**src/rtl/enemy_missle_ctl_pkg.sv**
```systemverilog
// Shared screen geometry, FSM state encoding and position helpers for the
// missile controllers and the draw stage.
package enemy_missle_ctl_pkg;

  localparam int POS_W = 12;
  localparam int CNT_W = 21;

  localparam int SCREEN_Y_LIMIT = 768;
  localparam int PLAYER_WIDTH   = 48;
  localparam int PLAYER_HEIGHT  = 64;
  localparam int MISSLE_WIDTH   = 4;
  localparam int MISSLE_HEIGHT  = 16;
  localparam int ENEMY_HEIGHT   = 64;

  typedef enum logic [1:0] {
    ST_IDLE   = 2'd0,
    ST_FLY    = 2'd1,
    ST_HIT    = 2'd2,
    ST_RELOAD = 2'd3
  } missle_state_t;

  // Positions are summed one bit wider; clamp back to the 12-bit screen range.
  function automatic logic [POS_W-1:0] sat_pos(input logic [POS_W:0] v);
    return v[POS_W] ? {POS_W{1'b1}} : v[POS_W-1:0];
  endfunction

endpackage

```
**src/rtl/enemy_missle_ctl_rect_overlap.sv**
```systemverilog
// Axis-aligned rectangle overlap test; sums are one bit wider than the
// positions so edges near 4095 never wrap.
module rect_overlap
  import enemy_missle_ctl_pkg::*;
#(
  parameter int A_W = MISSLE_WIDTH,
  parameter int A_H = MISSLE_HEIGHT,
  parameter int B_W = PLAYER_WIDTH,
  parameter int B_H = PLAYER_HEIGHT
) (
  input  logic [POS_W-1:0] a_x,
  input  logic [POS_W-1:0] a_y,
  input  logic [POS_W-1:0] b_x,
  input  logic [POS_W-1:0] b_y,
  output logic             overlap
);

  localparam logic [POS_W:0] AW = A_W[POS_W:0];
  localparam logic [POS_W:0] AH = A_H[POS_W:0];
  localparam logic [POS_W:0] BW = B_W[POS_W:0];
  localparam logic [POS_W:0] BH = B_H[POS_W:0];

  logic [POS_W:0] a_x_e;
  logic [POS_W:0] a_y_e;
  logic [POS_W:0] b_x_e;
  logic [POS_W:0] b_y_e;

  assign a_x_e = {1'b0, a_x};
  assign a_y_e = {1'b0, a_y};
  assign b_x_e = {1'b0, b_x};
  assign b_y_e = {1'b0, b_y};

  assign overlap = (a_x_e < b_x_e + BW) && (b_x_e < a_x_e + AW) &&
                   (a_y_e < b_y_e + BH) && (b_y_e < a_y_e + AH);

endmodule

```
**src/rtl/enemy_missle_ctl.sv**
```systemverilog
// Enemy missile controller: launches from the firing enemy, descends one
// pixel every COUNTER_LIMIT+1 cycles, reports a player hit, then reloads.
//
// state     | meaning
// ST_IDLE   | no missile; a sampled fire launches
// ST_FLY    | missile visible and descending; checks player and screen bottom
// ST_HIT    | one-cycle hit pulse, missile hidden
// ST_RELOAD | cooldown of RELOAD_CYCLES cycles, fire ignored
module enemy_missle_ctl
  import enemy_missle_ctl_pkg::*;
#(
  parameter int COUNTER_LIMIT = 90000,
  parameter int RELOAD_CYCLES = 1000,
  parameter int MISSLE_W      = MISSLE_WIDTH,
  parameter int MISSLE_H      = MISSLE_HEIGHT,
  parameter int ENEMY_H       = ENEMY_HEIGHT,
  parameter int PLAYER_W      = PLAYER_WIDTH,
  parameter int PLAYER_H      = PLAYER_HEIGHT,
  parameter int Y_LIMIT       = SCREEN_Y_LIMIT
) (
  input  logic             pclk,
  input  logic             rst_n,
  input  logic             fire,
  input  logic [POS_W-1:0] xpos_in,
  input  logic [POS_W-1:0] ypos_in,
  input  logic [POS_W-1:0] player_xpos,
  input  logic [POS_W-1:0] player_ypos,
  output logic [POS_W-1:0] xpos_out,
  output logic [POS_W-1:0] ypos_out,
  output logic             on_out,
  output logic             busy,
  output logic             hit
);

  localparam int             RELOAD_LAST = RELOAD_CYCLES - 1;
  localparam logic [CNT_W-1:0] CNT_STEP  = COUNTER_LIMIT[CNT_W-1:0];
  localparam logic [CNT_W-1:0] CNT_RELOAD = RELOAD_LAST[CNT_W-1:0];
  localparam logic [POS_W:0] ENEMY_H_X  = ENEMY_H[POS_W:0];
  localparam logic [POS_W:0] MISSLE_H_X = MISSLE_H[POS_W:0];
  localparam logic [POS_W:0] Y_LIMIT_X  = Y_LIMIT[POS_W:0];

  missle_state_t    state;
  logic [CNT_W-1:0] counter;
  logic [POS_W:0]   launch_y;
  logic [POS_W:0]   next_y;
  logic [POS_W:0]   bottom_y;
  logic             at_bottom;
  logic             overlap;

  assign launch_y  = {1'b0, ypos_in} + ENEMY_H_X;
  assign next_y    = {1'b0, ypos_out} + {{POS_W{1'b0}}, 1'b1};
  assign bottom_y  = {1'b0, ypos_out} + MISSLE_H_X;
  assign at_bottom = (bottom_y >= Y_LIMIT_X);

  rect_overlap #(
    .A_W(MISSLE_W),
    .A_H(MISSLE_H),
    .B_W(PLAYER_W),
    .B_H(PLAYER_H)
  ) u_overlap (
    .a_x    (xpos_out),
    .a_y    (ypos_out),
    .b_x    (player_xpos),
    .b_y    (player_ypos),
    .overlap(overlap)
  );

  always_ff @(posedge pclk or negedge rst_n) begin
    if (!rst_n) begin
      state    <= ST_IDLE;
      counter  <= '0;
      xpos_out <= '0;
      ypos_out <= '0;
      on_out   <= 1'b0;
      busy     <= 1'b0;
      hit      <= 1'b0;
    end else begin
      case (state)
        ST_IDLE: begin
          on_out <= 1'b0;
          busy   <= 1'b0;
          hit    <= 1'b0;
          if (fire) begin
            state    <= ST_FLY;
            xpos_out <= xpos_in;
            ypos_out <= sat_pos(launch_y);
            counter  <= '0;
            on_out   <= 1'b1;
            busy     <= 1'b1;
          end
        end
        ST_FLY: begin
          // A strike wins over reaching the bottom in the same cycle.
          if (overlap) begin
            state   <= ST_HIT;
            hit     <= 1'b1;
            on_out  <= 1'b0;
            counter <= '0;
          end else if (at_bottom) begin
            state   <= ST_RELOAD;
            on_out  <= 1'b0;
            counter <= '0;
          end else if (counter == CNT_STEP) begin
            counter  <= '0;
            ypos_out <= sat_pos(next_y);
          end else begin
            counter <= counter + 1'b1;
          end
        end
        ST_HIT: begin
          hit     <= 1'b0;
          state   <= ST_RELOAD;
          counter <= '0;
        end
        ST_RELOAD: begin
          if (counter == CNT_RELOAD) begin
            state   <= ST_IDLE;
            busy    <= 1'b0;
            counter <= '0;
          end else begin
            counter <= counter + 1'b1;
          end
        end
        default: begin
          state   <= ST_IDLE;
          counter <= '0;
          on_out  <= 1'b0;
          busy    <= 1'b0;
          hit     <= 1'b0;
        end
      endcase
    end
  end

endmodule

```
**config.mk**
```make
export PLATFORM = sky130hd
export DESIGN_NAME = enemy_missle_ctl
export DESIGN_NICKNAME = d
export VERILOG_FILES = /design/src/rtl/enemy_missle_ctl_pkg.sv /design/src/rtl/enemy_missle_ctl_rect_overlap.sv /design/src/rtl/enemy_missle_ctl.sv
export SDC_FILE = /design/constraint.sdc
export NUM_CORES = 1
export LEC_CHECK = 0
export BUFFER_PORTS_ARGS = -buffer_cell sky130_fd_sc_hd__buf_2
export CAP_MARGIN = 0
export CORE_ASPECT_RATIO = 2
export CORE_MARGIN = 2
export CORE_UTILIZATION = 44
export CTS_BUF_LIST = sky130_fd_sc_hd__clkbuf_2 sky130_fd_sc_hd__clkbuf_4 sky130_fd_sc_hd__clkbuf_8
export DETAILED_ROUTE_END_ITERATION = 12
export GPL_ROUTABILITY_DRIVEN = 0
export PLACE_DENSITY = 0.69
export SYNTH_ARGS = -nofsm -noshare
export SYNTH_HDL_FRONTEND = slang
export SYNTH_SLANG_ARGS = --single-unit
export TNS_END_PERCENT = 20
```
**constraint.sdc**
```tcl
create_clock -name pclk -period 9.45 [get_ports pclk]
set_clock_uncertainty 0.05 [all_clocks]
set_input_delay 1.89 -clock pclk [delete_from_list [all_inputs] [get_ports pclk]]
set_output_delay 1.89 -clock pclk [all_outputs]
set_load 0.03 [all_outputs]
```
==> impl_summary.txt, run 1 <==
----------------------------------------------------
[Worst hold path]
  Worst min-delay path startpoint ... counter[9]$_DFFE_PN0P_
  Worst min-delay path class ... flip-flop to flip-flop

[Finish]
  Final cell count without fillers ... 701
  Antenna diode count ... 0
  Leading cell type in the layout, fill and taps excluded ... buf_2
  Layout filler cell count ... 930
  Layout cell share with drive strength beyond 1 ... 0.186
  Final standard cell area without fillers ... 4920 um^2
  Number of nets in the layout ... 679
  Finished Core Util ... 0.507
  Layout-stage area growth over the synthesis result ... 13.3%
  Commonest cells after routing, fill and taps aside ... buf_2 (77), ha_1 (58), nor2_1 (57), dfrtp_1 (50), nand2_1 (34)

[Pwr]
  Clock Power Share ... 0.090
  Switching share of total power ... 0.518
  Switching power ... 0.719 mW
  Maximum vdd drop ... 0.137 mV
  Leakage power total ... 2.25 nW
  Overall power of the completed layout ... 1.39 mW
  Sequential cell fraction of total power ... 0.286
  Cell-internal power ... 0.670 mW
  Power per cell area ... 282 nW/um^2
  Part of the power in combinational logic ... 0.623

[Global route]
  Pin count of the biggest net entering global routing ... 51
  Global Route Usage Sum ... 0.219
  Vias in the first global route ... 4049
  First-pass GRT wire length ... 18300 um
  Number of antenna violations at the first check in global routing ... 0
  Remaining Overflow, GRT ... 0

[Floorplan]
  Die outline height ... 144 um
  Total core area ... 9700 um^2
  I/O pin total ... 78
  Horiz. Die Dim ... 74.2 um
  Starting density of the core ... 0.448
  Number of core rows ... 51
  Die ar. ... 10700 um^2

[Critical path]
  Req. time, crit path ... 9.64 ns
  Startpoint Class ... input pin
  Kind of cell with the highest combined delay on the critical path ... compound AO/OA/AOI/OAI gates
  Crit path buf inv count ... 2
  Cell with the largest stage delay on the worst path ... a2111oi_0
  Critical path arrival ... 4.90 ns
  Worst path max stage delay ... 0.76 ns
  Crit. End Element ... flip-flop
  Critical-path maximum fanout ... 14
  Series of cell instances along the critical path ... buf_2 -> inv_1 -> ha_1 -> a21oi_1 -> nand2_1 -> a2111oi_0 -> nor4_1 -> nor3_1 -> and3_1 -> o31a_1 -> a2bb2oi_1
  Crit Path Category ... input pin to flip-flop
  RR Startpoint ... xpos_out[2]$_DFFE_PN0P_
  Critical path launch point ... player_xpos[3]

[Routing]
  Post-route met1 wirelength ... 4230 um
  Count of routing violations after the opening detailed-route iteration ... 298
  Top metal layer carrying routed signals ... met4
  Vias ... 4055
  Met2 WL ... 6010 um
  Post-route antenna net violation count ... 0
  Routed wire length on met3 ... 393 um
  Pre-Repair DR Iteration Count ... 5
  Remaining DRCs ... 0
  Routed WL per cell ... 16.0 um
  Vias per Instance ... 5.78
  Post-detailed-routing wire length ... 11200 um

[Timing]
  Finish-stage setup viols ... 0
  Final slew viol count ... 0
  Setup TNS Final ... 0 ns
  Worst setup margin ... 4.73 ns
  Final hold vios ... 0
  Post-layout min period ... 4.72 ns
  Unrepaired setup endpoints after global routing ... no
  Tightest slew margin relative to the limit ... 0.322
  Tightest Pin Transition ... 0.989 ns
  Post-route worst hold slack ... 0.503 ns
  Final clock period utilization by the worst path ... 0.499
  Maximum frequency from static timing analysis ... 0.212 GHz

[Yosys]
  Average size of a mapped cell ... 8.74 um^2
  Area of the mapped netlist ... 4340 um^2
  Dominant cell type by area after synthesis ... dfrtp_1
  Number of flops mapped to enable cells by yosys ... 0
  Predominant post-synthesis flop cell ... dfrtp_1
  Number of synthesized register bits ... 50
  Net Count, Synth ... 606
  Register area share after synthesis ... 0.288
  Largest cells by area after synthesis ... dfrtp_1 (29%), ha_1 (17%), xor2_1 (5.2%)
  Number of library cell types mapped by synthesis ... 58
  Synth top area share ... 0.288
  Gate count after technology mapping ... 497
  Proportion of synthesized flip-flops having asynchronous set or reset ... 1.00
  Synth warn ... 0

[Clock network]
  Clock transition at the registers of the reported paths ... 0.09 ns
  Number of buffers inserted during clock tree synthesis ... 5
  Number of buffers inserted by hold repair at cts ... 0
  Number of buffers inserted to repair setup after CTS ... 0
  Deepest clock path buffer count ... 2
  TritonCTS clock tree ... built
  H-tree level count ... 2
  Clock sinks ... 50
  Worst-Skew Late Latency ... 0.31 ns
  Number of cells upsized or downsized after cts ... 0
  Root cell of the clock tree ... clkbuf_8

[Place]
  Placed Instance Area ... 4840 um^2
  IO Port Bufs ... 77
  Worst setup slack before clock tree synthesis ... 4.52 ns
  Post-detail-place hpwl ... 8990 um
  Placed Instances ... 695

[Run status]
  Result of the run ... finished clean

[Run]
  Number of maximum-capacitance violations ... 0

----------------------------------------------------
-- synthesized netlist by cell type, types with 8 or more instances --
cell type   n
a21oi_1    26
and3_1     13
dfrtp_1    50
ha_1       58
inv_1      32
mux2_2     13
nand2_1    34
nand3_1    30
nand4_1    12
nor2_1     57
nor3_1     10
nor4_1      8
o21ai_0    14
xnor2_1    17
xor2_1     26
-- cells by family (layout without fill, tap and decap cells) --
logic type / count (synthesis) / count (layout) / synth area share
simple gates: 190 / 190 / 0.218
mux: 17 / 17 / 0.0429
compound gates: 95 / 95 / 0.154
fa+ha+maj: 58 / 58 / 0.167
flops: 50 / 50 / 0.288
xor+xnor: 43 / 43 / 0.0867
buf+inv: 44 / 116 / 0.0424
-- sequential cells by signal, summed over array words and instances, names as in the netlist --
| register | flops |
|---|---|
| on_out | 1 |
| xpos_out | 12 |
| state | 2 |
| counter | 21 |
| busy | 1 |
| ypos_out | 12 |
| hit | 1 |
-- routing by layer --
| metal | track usage | vias up |
|---|---|---|
| met4 | 0.129 | 0 |
| met2 | 0.398 | 124 |
| met3 | 0.0265 | 43 |
| met1 | 0.233 | 1931 |
| met5 | 0 | - |
| li1 | - | 1957 |
-- path summary, 6_finish.rpt --
| path | endpoint | slack (ns) | cells after the start |
|---|---|---|---|
| min reg2reg | counter[9]$_DFFE_PN0P_ | 0.50 | 2 |
| min | counter[9]$_DFFE_PN0P_ | 0.50 | 2 |
| max | ypos_out[6]$_DFFE_PN0P_ | 4.73 | 11 |
| max reg2reg | ypos_out[6]$_DFFE_PN0P_ | 5.79 | 14 |
| max in group asynchronous | counter[13]$_DFFE_PN0P_ | 7.27 | 2 |
| min in group asynchronous | on_out$_DFFE_PN0P_ | 1.63 | 2 |
-- power by group through the flow --
stage	Sequential, mW	Clock (mW)	Combinational (mW)
global placement	0.399	0	0.840
global route	0.411	0.138	0.962
finish	0.398	0.126	0.865
detailed placement	0.401	0	0.865
CTS	0.396	0.132	0.870
floorplan	0.474	0	0.553
-- area by class of cell --
type / instances / area, um^2 / share of cell area
multi-input cells: 403 / 2910 / 0.591
repair buffers: 78 / 393 / 0.0799
clock buffers: 6 / 82.6 / 0.0168
inverters: 32 / 120 / 0.0244
well taps: 132 / 165 / 0.0336
flip-flops and latches: 50 / 1250 / 0.254
-- worst register-to-register path: cells and delay by family (launching register included) --
kind | cells | cell delay (ns)
flops | 1 | 0.48
xor+xnor | 1 | 0.12
simple gates | 5 | 1.15
fa+ha+maj | 2 | 0.48
compound gates | 6 | 1.29
No activity file was read; power rests on OpenSTA's default activity.
==> run 2: changes to the inputs <==
PLACE_DENSITY = 0.72   (was 0.69)
clock period = 3.82 ns   (was 9.45 ns; I/O delays follow)
==> run 2 against run 1 <==
Against the previous run:
- combinational power rose to 2.6 times the previous value
- register-to-register slack worse by 5.6 ns
- non-clock buffer count is 6 higher
- count of clock-buffer cells in the layout unchanged
- sequential share of layout area down 0.59 points
- critical path depth is 4 higher
- via count rose by 0.99%
- sequential power is 150% higher
- worst hold slack got worse by 0.022 ns
- clock power rose to 3.7 times the previous value
- sequential cell count is the same
- critical path type is now flip-flop to flip-flop
- critical endpoint is now ypos_out[7]$_DFFE_PN0P_
- largest power group unchanged
==> impl_summary.txt, run 2 (same netlist as run 1, synthesis figures left out) <==
----------------------------------------------------
[Finish]
  Layout cell share with drive strength beyond 1 ... 0.198
  Antenna diode count ... 0
  Layout-stage area growth over the synthesis result ... 16.0%
  Number of flip-flops in the largest register ... 21
  Layout filler cell count ... 956
  Commonest cells after routing, fill and taps aside ... buf_2 (77), ha_1 (58), nor2_1 (57), dfrtp_1 (50), nand2_1 (34)
  Largest registers ... counter: 21 flops, xpos_out: 12 flops, ypos_out: 12 flops
  Largest reg by FF count ... counter
  Leading cell type in the layout, fill and taps excluded ... buf_2
  Number of nets in the layout ... 685
  Final standard cell area without fillers ... 5040 um^2

[Clock network]
  H-tree level count ... 2
  TritonCTS clock tree ... built
  Number of buffers inserted to repair setup after CTS ... 0
  Clock transition at the registers of the reported paths ... 0.10 ns
  Worst-Skew Late Latency ... 0.32 ns
  Number of buffers inserted during clock tree synthesis ... 5
  Number of buffers inserted by hold repair at cts ... 0
  Deepest clock path buffer count ... 2
  Clock sinks ... 50
  Root cell of the clock tree ... clkbuf_8
  Number of cells upsized or downsized after cts ... 0

[Timing]
  Tightest slew margin relative to the limit ... 0.342
  Setup TNS Final ... 0 ns
  Unrepaired setup endpoints after global routing ... no
  Worst setup margin ... 0.232 ns
  Final clock period utilization by the worst path ... 0.939
  Finish-stage setup viols ... 0
  Post-layout min period ... 3.59 ns
  Tightest Pin Transition ... 0.959 ns
  Final slew viol count ... 0
  Final hold vios ... 0
  Maximum frequency from static timing analysis ... 0.279 GHz

[Place]
  Placed Instance Area ... 4890 um^2
  Post-detail-place hpwl ... 9180 um
  Worst setup slack before clock tree synthesis ... 0.0528 ns
  IO Port Bufs ... 77

[Run status]
  Result of the run ... finished clean

[Routing]
  Post-detailed-routing wire length ... 11500 um
  Remaining DRCs ... 0
  Pre-Repair DR Iteration Count ... 4
  Vias per Instance ... 5.78
  Count of routing violations after the opening detailed-route iteration ... 270
  Post-route antenna net violation count ... 0
  Routed WL per cell ... 16.2 um
  Vias ... 4095

[Floorplan]
  Horiz. Die Dim ... 74.2 um
  Total core area ... 9700 um^2
  Number of core rows ... 51
  I/O pin total ... 78
  Starting density of the core ... 0.448
  Die outline height ... 144 um
  Die ar. ... 10700 um^2

[Pwr]
  Sequential cell fraction of total power ... 0.267
  Cell-internal power ... 1.86 mW
  Maximum vdd drop ... 0.352 mV
  Switching share of total power ... 0.495
  Clock Power Share ... 0.128
  Leakage power total ... 2.31 nW
  Part of the power in combinational logic ... 0.606
  Power per cell area ... 730 nW/um^2
  Switching power ... 1.82 mW

[Global route]
  Number of antenna violations at the first check in global routing ... 0
  Pin count of the biggest net entering global routing ... 39
  First-pass GRT wire length ... 18700 um
  Remaining Overflow, GRT ... 0
  Vias in the first global route ... 4106
  Global Route Usage Sum ... 0.224

[Critical path]
  Crit Path Category ... flip-flop to flip-flop
  RR Startpoint ... xpos_out[3]$_DFFE_PN0P_
  Crit. End Element ... flip-flop
  Critical-path maximum fanout ... 10
  Reg2reg setup slack ... 0.23 ns
  Startpoint Class ... flip-flop
  R2R cell count ... 15
  Req. time, crit path ... 3.99 ns
  Endpoint of the worst register-to-register path ... ypos_out[7]$_DFFE_PN0P_
  Critical path arrival ... 3.75 ns

[Worst hold path]
  Worst min-delay path startpoint ... busy$_DFFE_PN0P_
  Worst min-delay path class ... flip-flop to flip-flop
  Number of cells on the worst hold path ... 2
  Destination of the worst hold path ... busy$_DFFE_PN0P_

[Run]
  Number of maximum-capacitance violations ... 0

----------------------------------------------------
-- run 2: per-stage QoR --
stage / std cells / power, mW / hold slack, ns / util
6_report: 709 / 3.68 / 0.481 / 0.519
5_1_grt: 709 / 3.99 / 0.538 / 0.519
4_1_cts: 709 / 3.69 / 0.493 / 0.519
3_5_place_dp: 701 / 3.21 / 0.471 / 0.505
3_3_place_gp: 701 / 3.15 / 0.474 / 0.505
2_1_floorplan: 497 / 2.54 / 0.418 / -
-- run 2: cell type report --
cell class              instances  area (um^2)  area share
clock buffers                   6         82.6      0.0164
repair buffers                 84          450      0.0894
inverters                      32          120      0.0239
multi-input cells             403         2910       0.577
clock inverters                 2         60.1      0.0119
well taps                     132          165      0.0328
flip-flops and latches         50         1250       0.248
-- run 2: worst max path at each step --
| stage | from | end | slack (ns) | depth (start not counted) |
|---|---|---|---|---|
| after CTS | xpos_out[3]$_DFFE_PN0P_ | ypos_out[7]$_DFFE_PN0P_ | 0.19 | 15 |
| after global placement | player_xpos[3] | ypos_out[9]$_DFFE_PN0P_ | 0.07 | 13 |
| after floorplan | xpos_out[2]$_DFFE_PN0P_ | ypos_out[8]$_DFFE_PN0P_ | 0.51 | 13 |
| final | xpos_out[3]$_DFFE_PN0P_ | ypos_out[7]$_DFFE_PN0P_ | 0.23 | 15 |
| after detailed placement | player_xpos[3] | ypos_out[7]$_DFFE_PN0P_ | 0.05 | 13 |
| after global routing | xpos_out[3]$_DFFE_PN0P_ | ypos_out[6]$_DFFE_PN0P_ | 0.008 | 14 |
-- run 2: power by group through the flow --
| stage | clock network [mW] | logic (mW) | registers, mW |
|---|---|---|---|
| 4_1_cts | 0.478 | 2.24 | 0.977 |
| 5_1_grt | 0.495 | 2.48 | 1.01 |
| 3_5_place_dp | 0 | 2.23 | 0.989 |
| 2_1_floorplan | 0 | 1.37 | 1.17 |
| 6_report | 0.469 | 2.23 | 0.981 |
| 3_3_place_gp | 0 | 2.17 | 0.978 |
-- run 2: worst max-delay path, stage by stage, from the launching register on --
cell and delay, ns:
dfrtp_1 0.47, ha_1 0.24, nand3_1 0.16, nor2_1 0.22
and3_1 0.20, xnor2_1 0.14, ha_1 0.29, a21o_1 0.18
a21oi_1 0.18, o32ai_1 0.10, nor2_1 0.14, o311a_1 0.19
and3_1 0.35, buf_4 0.20, nor4_1 0.05, o32a_1 0.32
-- run 2: routing by layer --
layer	routed length, um	track usage
met4	480	0.121
met1	4290	0.235
met5	0	0
met2	6370	0.420
met3	373	0.0195
